`src/rtl/kuznechik_cipher_arbiter.sv`:
```
// rtl/kuznechik_cipher_arbiter.sv - two-requester round-robin front end for a Kuznechik core
// One block in flight; a WAIT watchdog soft-resets a hung core and returns an error result.
module kuznechik_cipher_arbiter #(
    parameter int unsigned TIMEOUT = 64
) (
    input  logic         clk_i,
    input  logic         resetn_i,
    input  logic [1:0]   req_valid_i,
    output logic [1:0]   req_ready_o,
    input  logic [127:0] req_data0_i,
    input  logic [127:0] req_data1_i,
    output logic [1:0]   rsp_valid_o,
    input  logic [1:0]   rsp_ready_i,
    output logic [127:0] rsp_data_o,
    output logic         rsp_err_o,
    output logic         core_req_o,
    output logic         core_ack_o,
    output logic [127:0] core_data_o,
    output logic         core_rstn_o,
    input  logic         core_busy_i,
    input  logic         core_valid_i,
    input  logic [127:0] core_data_i
);
    typedef enum logic [1:0] {IDLE, ISSUE, WAIT, RESP} state_t;

    localparam logic [7:0] CNT_LAST = 8'(TIMEOUT - 1);

    state_t       state_q;
    logic         last_grant_q;
    logic         owner_q;
    logic [127:0] blk_q;
    logic [127:0] res_q;
    logic         err_q;
    logic         ack_q;
    logic         soft_rst_q;
    logic [7:0]   cnt_q;

    logic grant_any;
    logic grant_idx;

    // On a tie the requester that did not win last time is served.
    always_comb begin
        grant_any = |req_valid_i;
        grant_idx = (req_valid_i == 2'b11) ? ~last_grant_q : req_valid_i[1];
    end

    assign req_ready_o = (state_q == IDLE && resetn_i && grant_any) ?
                         (grant_idx ? 2'b10 : 2'b01) : 2'b00;
    assign rsp_valid_o = (state_q == RESP) ? (owner_q ? 2'b10 : 2'b01) : 2'b00;
    assign rsp_data_o  = res_q;
    assign rsp_err_o   = err_q;
    assign core_req_o  = (state_q == ISSUE) && !core_busy_i;
    assign core_ack_o  = ack_q;
    assign core_data_o = blk_q;
    assign core_rstn_o = resetn_i & ~soft_rst_q;

    always_ff @(posedge clk_i or negedge resetn_i) begin
        if (!resetn_i) begin
            state_q      <= IDLE;
            last_grant_q <= 1'b1;
            owner_q      <= 1'b0;
            blk_q        <= '0;
            res_q        <= '0;
            err_q        <= 1'b0;
            ack_q        <= 1'b0;
            soft_rst_q   <= 1'b0;
            cnt_q        <= '0;
        end else begin
            ack_q      <= 1'b0;
            soft_rst_q <= 1'b0;
            case (state_q)
                IDLE: begin
                    if (grant_any) begin
                        blk_q   <= grant_idx ? req_data1_i : req_data0_i;
                        owner_q <= grant_idx;
                        state_q <= ISSUE;
                    end
                end
                ISSUE: begin
                    if (!core_busy_i) begin
                        cnt_q   <= '0;
                        state_q <= WAIT;
                    end
                end
                WAIT: begin
                    cnt_q <= cnt_q + 8'd1;
                    // A result arriving on the last allowed cycle still beats the watchdog.
                    if (core_valid_i) begin
                        res_q   <= core_data_i;
                        err_q   <= 1'b0;
                        ack_q   <= 1'b1;
                        state_q <= RESP;
                    end else if (cnt_q == CNT_LAST) begin
                        res_q      <= '0;
                        err_q      <= 1'b1;
                        soft_rst_q <= 1'b1;
                        state_q    <= RESP;
                    end
                end
                RESP: begin
                    if (rsp_ready_i[owner_q]) begin
                        last_grant_q <= owner_q;
                        state_q      <= IDLE;
                    end
                end
                default: state_q <= IDLE;
            endcase
        end
    end
endmodule

```
`config.mk`:
```
export PLATFORM = sky130hd
export DESIGN_NAME = kuznechik_cipher_arbiter
export DESIGN_NICKNAME = d
export VERILOG_FILES = /design/src/rtl/kuznechik_cipher_arbiter.sv
export SDC_FILE = /design/constraint.sdc
export NUM_CORES = 1
export LEC_CHECK = 0
export BUFFER_PORTS_ARGS = -buffer_cell sky130_fd_sc_hd__buf_2
export CAP_MARGIN = 20
export CORE_AREA = 2 2 252 254
export CTS_CLUSTER_DIAMETER = 120
export DETAILED_ROUTE_END_ITERATION = 10
export DIE_AREA = 0 0 254 256
export SYNTH_ARGS = -nofsm -noshare
export SYNTH_HDL_FRONTEND = slang
export SYNTH_SLANG_ARGS = --single-unit
```
`constraint.sdc`:
```
create_clock -name clk_i -period 1.9 [get_ports clk_i]
set_input_delay 0.095 -clock clk_i [delete_from_list [all_inputs] [get_ports clk_i]]
set_output_delay 0.095 -clock clk_i [all_outputs]
set_load 0.03 [all_outputs]
```
==> key figures, run 1 <==
Status
  • Status: completed

Detailed routing
  • Remaining number of nets flagged by the antenna check after routing: 0
  • Detailed-route wire length: slightly below 50,000 um
  • Routed wirelength normalized by instance count: roughly 17 um
  • Routed vias: 11,800
  • Vias per cell: approximately 4.1
  • Starting DRC count in detailed routing: between 700 and 800
  • Residual DRC: 0
  • Number of detailed-routing iterations run before antenna repair: 5

Global routing
  • Largest net degree at the start of global routing: around 110
  • GRT overflow: 0
  • Initial antenna violation count: 3
  • Global-route wire length before repair: 71,500 um
  • Overall track demand over capacity in global routing: between 10% and 20%
  • Vias in the first global route: approximately 13,000

Pwr
  • LEAKAGE: between 10 and 15 nW
  • Worst supply voltage drop on vdd: just over 0.0008 V
  • Pwr/cell area: between 1500 and 2000 mW/mm^2

Synthesis
  • Ys Warns: 0
  • Number of unique standard cell types used by synthesis: 35
  • Main combinational cell family by area after synthesis: compound AO/OA/AOI/OAI gates
  • Mux share of post-synthesis cell area: around an eighth
  • Synthesized cell area: around 0.011 mm^2
  • Share of the synthesized area in compound gates (AO/OA/AOI/OAI): 16.7%
  • Post-Synth Simple-Gate Area: between 6 and 7%
  • Total nets after synthesis: approximately 1,300
  • Most used DFF post-synth: dfrtp_1
  • Adder-Cell Fraction of Synth Area: less than 1%
  • Share of async-settable or async-resettable flops after synthesis: 100%
  • Number of enable-type register cells in the synthesized netlist: 0
  • Seq cells post-synth: approximately 270
  • Fraction of synthesized cell area in xor and xnor cells: less than 1%
  • Sequential area share after synthesis: about three fifths
  • Mapped Avg Cell Area: 12.1 um^2
  • Mapped Cells: about 930

Final layout
  • Area Growth Syn to Fin: 85.3%
  • Number of nets in the finished design: around 2,400
  • Cell Count, Final, Fillers Out: about 2,900
  • Share of cells above drive strength 1: about two fifths
  • Share of the core filled with cells: 33.3%
  • Fillers: 6,102

Setup path
  • CP required: roughly 1800 ps
  • Endpoint class of the critical path: primary output
  • Largest fanout on the critical path: 3
  • Arrival time worst endpoint: ~1700 ps
  • Cell at the slowest stage of the critical path: dfstp_2
  • Cells traversed along the worst timing path: a21boi_4 -> buf_12 -> nor3b_4 -> buf_6
  • CP Class: reg -> out
  • Sort of element at the start of the critical path: flop
  • Slowest cell delay on critical path: around 550 ps
  • R2r worst-path depth: 6

Place
  • Count of port buffers added during placement: between 600 and 700
  • Dpl cells: between 2,000 and 2,500
  • Placed wire-length estimate: approximately 31,000 um
  • Global placer's final weighted congestion: between 0.8 and 0.9

STA
  • FMAX: 544 MHz
  • Setup repair after global routing missed its margin: yes
  • Final clock skew: between 20 and 25 ps
  • Final setup viols: 0
  • Final Hold Violating Endpoints: 0
  • Final min period: 1840 ps
  • Slew HR: approximately 37%
  • Post-route clock period utilization: 96.7%
  • Transition at the pin with the smallest max-transition slack: between 900 and 1000 ps
  • Number of pins with negative max-slew slack in the final report: 0

Floorplan
  • Row count: about 90
  • Number of primary I/O pins: around 660
  • Area of the core: between 0.06 and 0.07 mm^2
  • Horiz. Die Dim: roughly 250 um
  • Die footprint: ~0.065 mm^2
  • Starting density of the core: between 15 and 20%
  • Vertical extent of the die: roughly 260 um

CTS
  • Clock transition at the registers of the reported paths: 60 ps
  • Clk sinks: roughly 270
  • TritonCTS buffer count: 31
  • Source-to-sink clock delay at the later pin of the worst-skew pair: 600 ps
  • CTS root buffer: clkbuf_16
  • Max H-tree Level: 1
  • CTS tree: yes
  • Clock Tree Buf Depth: 3

Job
  • Number of maximum-capacitance constraint violations: 0

Worst hold path
  • Path type of the worst min-delay path: in -> async
-- per-stage QoR --
stage	TNS [ps]	cell area, um^2	total power, mW	hold WS [ps]	setup slack, ps
after floorplan	0	11200	19.3	-201	91.8
after global placement	0	15600	24.3	-22.5	157
after detailed placement	0	15600	24.6	-21.2	59.5
after CTS	-44.6	20600	31.4	91.6	-44.6
after global routing	-63.9	20800	33.3	126	-56.1
final	0	20800	31.5	127	62.0
-- critical path: cells and delay by family (launching register included) --
family	cells	cell delay [ps]
flip-flops	1	550
AO/OA/AOI/OAI	1	60
AND/OR/NAND/NOR	1	230
buffers and inverters	2	310
-- sequential cells by signal (all words and copies together), names as in the netlist --
register	count
last_grant_q	1
soft_rst_q	1
state_q	2
rsp_err_o	1
rsp_data_o	128
core_ack_o	1
core_data_o	128
cnt_q	8
owner_q	1
-- cells in the mapped netlist, types with 3 or more instances --
cell type  number  share of area (%)
a21oi_1         4               0.18
a22o_1        131                 10
and2_1          3               0.17
buf_1           5               0.17
buf_2          23                1.0
buf_4          12               0.80
buf_6          13                1.3
clkbuf_1       20               0.67
dfrtp_1       270                 60
ha_1            5               0.56
mux2i_1       132                 12
nand2_1       134                4.5
nand3_1         4               0.18
nor2_1         11               0.37
nor2b_1         5               0.28
o21ai_0       114                5.1
o21ai_1        18               0.80
-- layout make-up --
type                    count  area (um^2)  area share [%]
multi-input cells         579         4070            19.6
clock inverters            10         95.1           0.457
inverters                   2         7.51          0.0361
flip-flops and latches    271         6780            32.6
clock buffers              44          865            4.16
diodes                      1         2.50          0.0120
well taps                 846         1060            5.09
repair buffers           1103         7910            38.0
-- cells in the final DEF, fill, tap and decap left out, drive strengths merged, types with 2 or more instances in the layout --
cell type / netlist / routed
buf: 53 / 709
dlygate4sd3: 0 / 390
dfrtp: 270 / 270
nand2: 135 / 135
o21ai: 133 / 133
mux2i: 132 / 132
a22o: 131 / 131
clkbuf: 20 / 47
nor2: 11 / 11
clkinv: 0 / 6
nor2b: 5 / 5
ha: 5 / 5
a21oi: 4 / 4
nand3: 4 / 4
inv: 2 / 3
and2: 3 / 3
nor4: 3 / 3
xnor2: 2 / 2
mux2: 2 / 2
clkinvlp: 0 / 2
-- final timing paths --
kind                                             startpoint                           to  slack (ps)
worst min register to register  core_data_o[16]$_DFFE_PN0P_  core_data_o[16]$_DFFE_PN0P_         470
worst min-delay path                               resetn_i         cnt_q[4]$_DFFE_PN0P_         130
worst max register to register       state_q[0]$_DFFE_PN0P_       state_q[1]$_DFFE_PN0P_         100
worst max-delay path               last_grant_q$_DFFE_PN1P_               req_ready_o[0]          60
max in group asynchronous                          resetn_i  rsp_data_o[103]$_DFFE_PN0P_         450
min in group clk_i                           req_valid_i[0]       state_q[0]$_DFFE_PN0P_         160
-- routing by layer --
metal	vias to the layer above	wire (um)	track usage, %
met5	-	23	0
met4	4	2300	6.47
met3	139	3680	3.35
met2	582	25500	26.3
met1	5588	17900	14.6
li1	5458	-	-
-- where the power goes --
part,internal [mW],leakage (nW),switching [mW]
Clock,3.29,0.469,2.48
Sequential,8.45,3.39,1.59
Combinational,5.49,6.75,10.2
Total,17.2,10.6,14.3
-- kinds of logic (layout without fill, tap and decap cells) --
kind of cell / Yosys count / count (layout)
buffers and inverters: 75 / 1159
AOI/OAI and AO/OA: 272 / 272
xor gates and xnor gates: 2 / 2
muxes: 134 / 134
and+or+nand+nor: 166 / 166
DFF: 271 / 271
other: 0 / 1
adders and majority gates: 5 / 5
-- what timing repair did --
| action | 4_1_cts | 5_1_grt |
|---|---|---|
| endpoints found under the hold margin | 534 | 0 |
| gates resized for setup | 9 | 18 |
| gates cloned | 1 | 4 |
| hold buffers | 390 | 0 |
| endpoints found under the setup margin | 3 | 146 |
| pin swaps | 2 | 4 |
| buffers inserted | 8 | 6 |
(Power assumes the default switching activity.)
==> run 2: changes to the inputs <==
--- a/config.mk
+++ b/config.mk
@@ -7,10 +7,11 @@
 export LEC_CHECK = 0
 export BUFFER_PORTS_ARGS = -buffer_cell sky130_fd_sc_hd__buf_2
 export CAP_MARGIN = 20
-export CORE_AREA = 2 2 252 254
+export CORE_AREA = 2 2 257 259
+export CTS_BUF_LIST = sky130_fd_sc_hd__clkbuf_4
 export CTS_CLUSTER_DIAMETER = 120
 export DETAILED_ROUTE_END_ITERATION = 10
-export DIE_AREA = 0 0 254 256
+export DIE_AREA = 0 0 259 261
 export SYNTH_ARGS = -nofsm -noshare
 export SYNTH_HDL_FRONTEND = slang
 export SYNTH_SLANG_ARGS = --single-unit
==> run 2 against run 1 <==
  * The flow now stops in 4_1_cts
  * Synthesized cell count unchanged
  * Synthesized area stayed put
==> key figures, run 2 <==
CTS
  • TritonCTS buffer count: 80 (+160%)
  • CTS root buffer: clkbuf_4
  • Clk sinks: 271 (unchanged)
  • Max H-tree Level: 3 (+2)
  • Post-CTS Hold Buffers: 514 (+32%)
  • Number of gates given a new drive strength after cts: 23 (+14)
  • Setup Buffers After CTS: 11 (+3)
  • Clock Tree Buf Depth: 3 (unchanged)

Place
  • Placed wire-length estimate: 29,300 um (-6.9%)
  • Global placer's final weighted congestion: 0.891 (+5.0%)
  • Post-placement cell area: 0.0157 mm^2 (+0.43%)
  • Count of port buffers added during placement: 655 (unchanged)

Synthesis
  • Share of async-settable or async-resettable flops after synthesis: 100% (unchanged)
  • Yosys top cell by area: dfrtp_1
  • Share of the synthesized area in the top cell type: 60.2% (unchanged)
  • Number of unique standard cell types used by synthesis: 35 (unchanged)
  • List of most frequent post-synthesis cells: 270 x dfrtp_1, 134 x nand2_1, 132 x mux2i_1, 131 x a22o_1, 114 x o21ai_0
  • Cell with the most instances after synthesis: dfrtp_1
  • Mapped Avg Cell Area: 12.1 um^2 (unchanged)
  • Sequential area share after synthesis: 60.4% (unchanged)
  • Most used DFF post-synth: dfrtp_1
  • Leading post-synthesis cells by cell area: dfrtp_1 60%, mux2i_1 12%, a22o_1 10%
  • Number of enable-type register cells in the synthesized netlist: 0 (unchanged)
  • Ys Warns: 0 (unchanged)
  • Total nets after synthesis: 1,322 (unchanged)
  • Seq cells post-synth: 271 (unchanged)
  • Mapped Cells: 925 (unchanged)
  • Synthesized cell area: 0.0112 mm^2 (unchanged)

Floorplan
  • Horiz. Die Dim: 259 um (+2.0%)
  • Row count: 94 (+2.2%)
  • Number of primary I/O pins: 656 (unchanged)
  • Vertical extent of the die: 261 um (+2.0%)
  • Starting density of the core: 17.3% (-0.73 points)

Status
  • Last stage reached: 4_1_cts
  • Tool error message: [ERROR RSZ-0060] Max buffer count reached.
  • Status: stopped before the end
run 2: kinds of logic after synthesis:
group | Yosys count | share of synthesized area, %
xor+xnor | 2 | 0.156
mux | 134 | 12.0
flops | 271 | 60.4
compound gates | 272 | 16.7
simple gates | 166 | 6.19
buf+inv | 75 | 4.03
fa+ha+maj | 5 | 0.557
run 2: through the flow:
| stage | cells | setup WS [ps] | hold slack (ps) | util (%) |
|---|---|---|---|---|
| 2_1_floorplan | 925 | 91.8 | -201 | - |
| 3_3_place_gp | 2411 | 116 | -36.8 | 24.1 |
| 3_5_place_dp | 2411 | 59.6 | -36.0 | 24.1 |
==> run 3: changes to the inputs <==
--- a/config.mk
+++ b/config.mk
@@ -8,10 +8,9 @@
 export BUFFER_PORTS_ARGS = -buffer_cell sky130_fd_sc_hd__buf_2
 export CAP_MARGIN = 20
 export CORE_AREA = 2 2 257 259
-export CTS_BUF_LIST = sky130_fd_sc_hd__clkbuf_4
-export CTS_CLUSTER_DIAMETER = 120
 export DETAILED_ROUTE_END_ITERATION = 10
 export DIE_AREA = 0 0 259 261
+export PLACE_DENSITY_LB_ADDON = 0.15
 export SYNTH_ARGS = -nofsm -noshare
 export SYNTH_HDL_FRONTEND = slang
 export SYNTH_SLANG_ARGS = --single-unit
==> run 3 against run 2 <==
  * The flow now finishes without violations
==> key figures, run 3 (synthesized netlist as in run 1, its figures left out) <==
STA
  • Slack of the critical path: roughly 53 ps
  • Final Hold Violating Endpoints: 0
  • Number of pins with negative max-slew slack in the final report: 0
  • Final setup viols: 0
  • Slew HR: between 50% and 60%
  • Transition at the pin with the smallest max-transition slack: approximately 670 ps
  • Final clock skew: roughly 13 ps
  • Post-route clock period utilization: between 90% and 100%
  • Final min period: around 1800 ps
  • Worst hold slack: around 190 ps
  • FMAX: 541 MHz

Floorplan
  • Starting density of the core: 17.3% (unchanged)
  • Vertical extent of the die: 261 um (unchanged)
  • Row count: 94 (unchanged)
  • Die footprint: approximately 0.068 mm^2
  • Horiz. Die Dim: 259 um (unchanged)
  • Number of primary I/O pins: 656 (unchanged)
  • Area of the core: 0.0650 mm^2

CTS
  • CTS tree: yes
  • TritonCTS buffer count: 35 (-56%)
  • Clock transition at the registers of the reported paths: around 60 ps
  • Clock Tree Buf Depth: 3 (unchanged)
  • CTS root buffer: clkbuf_16
  • Source-to-sink clock delay at the later pin of the worst-skew pair: ~540 ps
  • Max H-tree Level: 2 (-1)
  • Clk sinks: 271 (unchanged)

Global routing
  • Initial antenna violation count: 1
  • GRT overflow: 0
  • Vias in the first global route: between 10,000 and 15,000
  • Overall track demand over capacity in global routing: 13.3%
  • Largest net degree at the start of global routing: 85
  • Global-route wire length before repair: around 70,000 um

Pwr
  • LEAKAGE: between 10 and 15 nW
  • Pwr/cell area: approximately 1500 mW/mm^2
  • Worst supply voltage drop on vdd: between 0.0004 and 0.0005 V

Final layout
  • Share of cells above drive strength 1: approximately two fifths
  • Area Growth Syn to Fin: 88.6%
  • Final instance area: approximately 0.021 mm^2
  • Share of the core filled with cells: between 30 and 40%
  • Most used cells in the layout excluding fill and tap cells: 651 x buf_2, 391 x dlygate4sd3_1, 270 x dfrtp_1, 133 x nand2_1, 132 x mux2i_1
  • Fillers: between 6,000 and 7,000
  • Number of nets in the finished design: roughly 2,400
  • Commonest non-fill, non-tap cell in the layout: buf_2

Setup path
  • CP Class: reg -> reg
  • Arrival time worst endpoint: around 2300 ps
  • Reg2Reg Launch Point: state_q[0]$_DFFE_PN0P_
  • Cell at the slowest stage of the critical path: dfrtp_1
  • CP startpoint: state_q[0]$_DFFE_PN0P_
  • Destination of the worst register-to-register timing path: state_q[1]$_DFFE_PN0P_
  • Largest fanout on the critical path: 5
  • Endpoint class of the critical path: flop
  • Slowest cell delay on critical path: around 400 ps
  • Cells traversed along the worst timing path: buf_4 -> ha_1 -> and2_1 -> a221oi_1 -> o21ai_1 -> mux2_2
  • CP endpoint: state_q[1]$_DFFE_PN0P_
  • R2r worst-path depth: 6
  • Setup slack of the most critical reg-to-reg path: around 53 ps
  • Sort of element at the start of the critical path: flop
  • CP required: 2320 ps

Detailed routing
  • Routed wl met2: approximately 23,000 um
  • Highest Signal Layer: met4
  • Vias per cell: 3.93
  • Starting DRC count in detailed routing: 404
  • Residual DRC: 0
  • Metal1 wirelength: 18,800 um
  • Number of detailed-routing iterations run before antenna repair: 4
  • Routed wirelength normalized by instance count: roughly 16 um
  • Remaining number of nets flagged by the antenna check after routing: 0
  • Routed vias: 11,400
  • Detailed-route wire length: 47,500 um
  • Met3 Routed Length: slightly below 4000 um

Place
  • Placed wire-length estimate: 32,000 um (+9.2%)
  • Worst slack, placed: 2.06 ps (-57.6 ps)
  • Post-placement cell area: 0.0157 mm^2 (+0.24%)
  • Count of port buffers added during placement: 655 (unchanged)
  • Global placer's final weighted congestion: 0.818 (-8.2%)

Job
  • Number of maximum-capacitance constraint violations: 0

Worst hold path
  • Path type of the worst min-delay path: in -> async

Status
  • Status: completed
==> run 3: how the worst min path moves through the flow <==
| stage | endpoint | slack (ps) | cells past startpoint |
|---|---|---|---|
| final | last_grant_q$_DFFE_PN1P_ | 190 | 2 |
| after global routing | last_grant_q$_DFFE_PN1P_ | 160 | 2 |
| after CTS | last_grant_q$_DFFE_PN1P_ | 150 | 2 |
| after detailed placement | rsp_data_o[5]$_DFFE_PN0P_ | -10 | 1 |
| after global placement | rsp_data_o[3]$_DFFE_PN0P_ | -20 | 1 |
| after floorplan | cnt_q[0]$_DFFE_PN0P_ | -200 | 0 |
==> run 3: power breakdown <==
group / internal [mW] / switching (mW)
sequential: 8.45 / 1.40
combinational: 5.44 / 10.2
clock: 4.58 / 2.70
==> run 3: per-stage QoR <==
stage,instances,total power [mW],setup TNS [ps]
6_report,2896,32.7,0
5_1_grt,2896,34.8,-4.30
4_1_cts,2894,33.3,-38.4
3_5_place_dp,2426,24.7,0
3_3_place_gp,2426,24.6,0
2_1_floorplan,925,19.3,0
==> run 3: routing by layer <==
layer	track usage, %	vias up
met4	5.54	0
met1	15.0	5311
li1	-	5483
met3	4.38	84
met2	22.9	493
met5	0	-
==> run 3: what timing repair did <==
action	in CTS	in global routing
setup endpoints to repair	52	68
setup buffers	12	3
pin swaps	4	4
hold endpoints to repair	530	0
hold buffers	391	0
gates cloned	2	0
resized for setup	12	10
==> run 3: critical path, delay by kind of cell (launching register included) <==
| kind | cells | cell delay (ps) |
|---|---|---|
| compound gates | 2 | 450 |
| flops | 1 | 400 |
| mux | 1 | 300 |
| fa+ha+maj | 1 | 240 |
| simple gates | 1 | 210 |
| buf+inv | 1 | 150 |
==> run 3: final cells by class <==
| class | count | area, um^2 | share of cell area (%) |
|---|---|---|---|
| inverters | 2 | 7.51 | 0.0355 |
| clock inverters | 15 | 250 | 1.18 |
| diodes | 1 | 2.50 | 0.0118 |
| multi-input cells | 579 | 4080 | 19.3 |
| clock buffers | 48 | 1020 | 4.80 |
| flip-flops and latches | 271 | 6780 | 32.0 |
| well taps | 864 | 1080 | 5.11 |
| repair buffers | 1116 | 7960 | 37.6 |
==> run 4: changes to the inputs <==
--- a/config.mk
+++ b/config.mk
@@ -5,11 +5,11 @@
 export SDC_FILE = /design/constraint.sdc
 export NUM_CORES = 1
 export LEC_CHECK = 0
-export BUFFER_PORTS_ARGS = -buffer_cell sky130_fd_sc_hd__buf_2
 export CAP_MARGIN = 20
 export CORE_AREA = 2 2 257 259
 export DETAILED_ROUTE_END_ITERATION = 10
 export DIE_AREA = 0 0 259 261
+export DONT_BUFFER_PORTS = 1
 export PLACE_DENSITY_LB_ADDON = 0.15
 export SYNTH_ARGS = -nofsm -noshare
 export SYNTH_HDL_FRONTEND = slang
==> run 4 against run 3 <==
  * The run now fails in 4_1_cts
  * Synthesized cell count stayed put
  * Synthesized area did not move
==> key figures, run 4 <==
Status
  • Status: stopped before the end
  • Last stage reached: 4_1_cts
  • Tool error message: [ERROR RSZ-0060] Max buffer count reached.

Synthesis
  • Most used DFF post-synth: dfrtp_1
  • Cell with the most instances after synthesis: dfrtp_1
  • Share of async-settable or async-resettable flops after synthesis: 100% (unchanged)
  • Total nets after synthesis: 1,322 (unchanged)
  • Share of the synthesized area in the top cell type: 60.2% (unchanged)
  • Ys Warns: 0 (unchanged)
  • Seq cells post-synth: 271 (unchanged)
  • Leading post-synthesis cells by cell area: dfrtp_1 60%, mux2i_1 12%, a22o_1 10%
  • Mapped Cells: 925 (unchanged)
  • Sequential area share after synthesis: 60.4% (unchanged)
  • Mapped Avg Cell Area: 12.1 um^2 (unchanged)
  • List of most frequent post-synthesis cells: 270 x dfrtp_1, 134 x nand2_1, 132 x mux2i_1, 131 x a22o_1, 114 x o21ai_0
  • Synthesized cell area: 0.0112 mm^2 (unchanged)
  • Yosys top cell by area: dfrtp_1
  • Number of unique standard cell types used by synthesis: 35 (unchanged)
  • Number of enable-type register cells in the synthesized netlist: 0 (unchanged)

CTS
  • TritonCTS buffer count: 35 (unchanged)
  • Post-CTS Hold Buffers: 367 (-6.1%)
  • Clock Tree Buf Depth: 3 (unchanged)
  • Setup Buffers After CTS: 3 (-9)
  • Max H-tree Level: 2 (unchanged)
  • Clk sinks: 271 (unchanged)
  • CTS root buffer: clkbuf_16
  • Number of gates given a new drive strength after cts: 4 (-8)

Floorplan
  • Number of primary I/O pins: 656 (unchanged)
  • Horiz. Die Dim: 259 um (unchanged)
  • Starting density of the core: 17.3% (unchanged)
  • Row count: 94 (unchanged)
  • Vertical extent of the die: 261 um (unchanged)

Place
  • Post-placement cell area: 0.0125 mm^2 (-21%)
  • Placed wire-length estimate: 27,000 um (-16%)
  • Global placer's final weighted congestion: 0.820 (+0.24%)
  • Worst slack, placed: 21.4 ps (+19.3 ps)
  • Count of port buffers added during placement: 0 (-100%)
-- run 4: cells by family after synthesis --
family,share of synthesized area (%)
compound gates,16.7
flops,60.4
simple gates,6.19
mux,12.0
buf+inv,4.03
fa+ha+maj,0.557
xor+xnor,0.156
-- run 4: stage by stage --
stage / util (%) / std cells
global placement: 19.2 / 1765
detailed placement: 19.2 / 1765
floorplan: - / 925
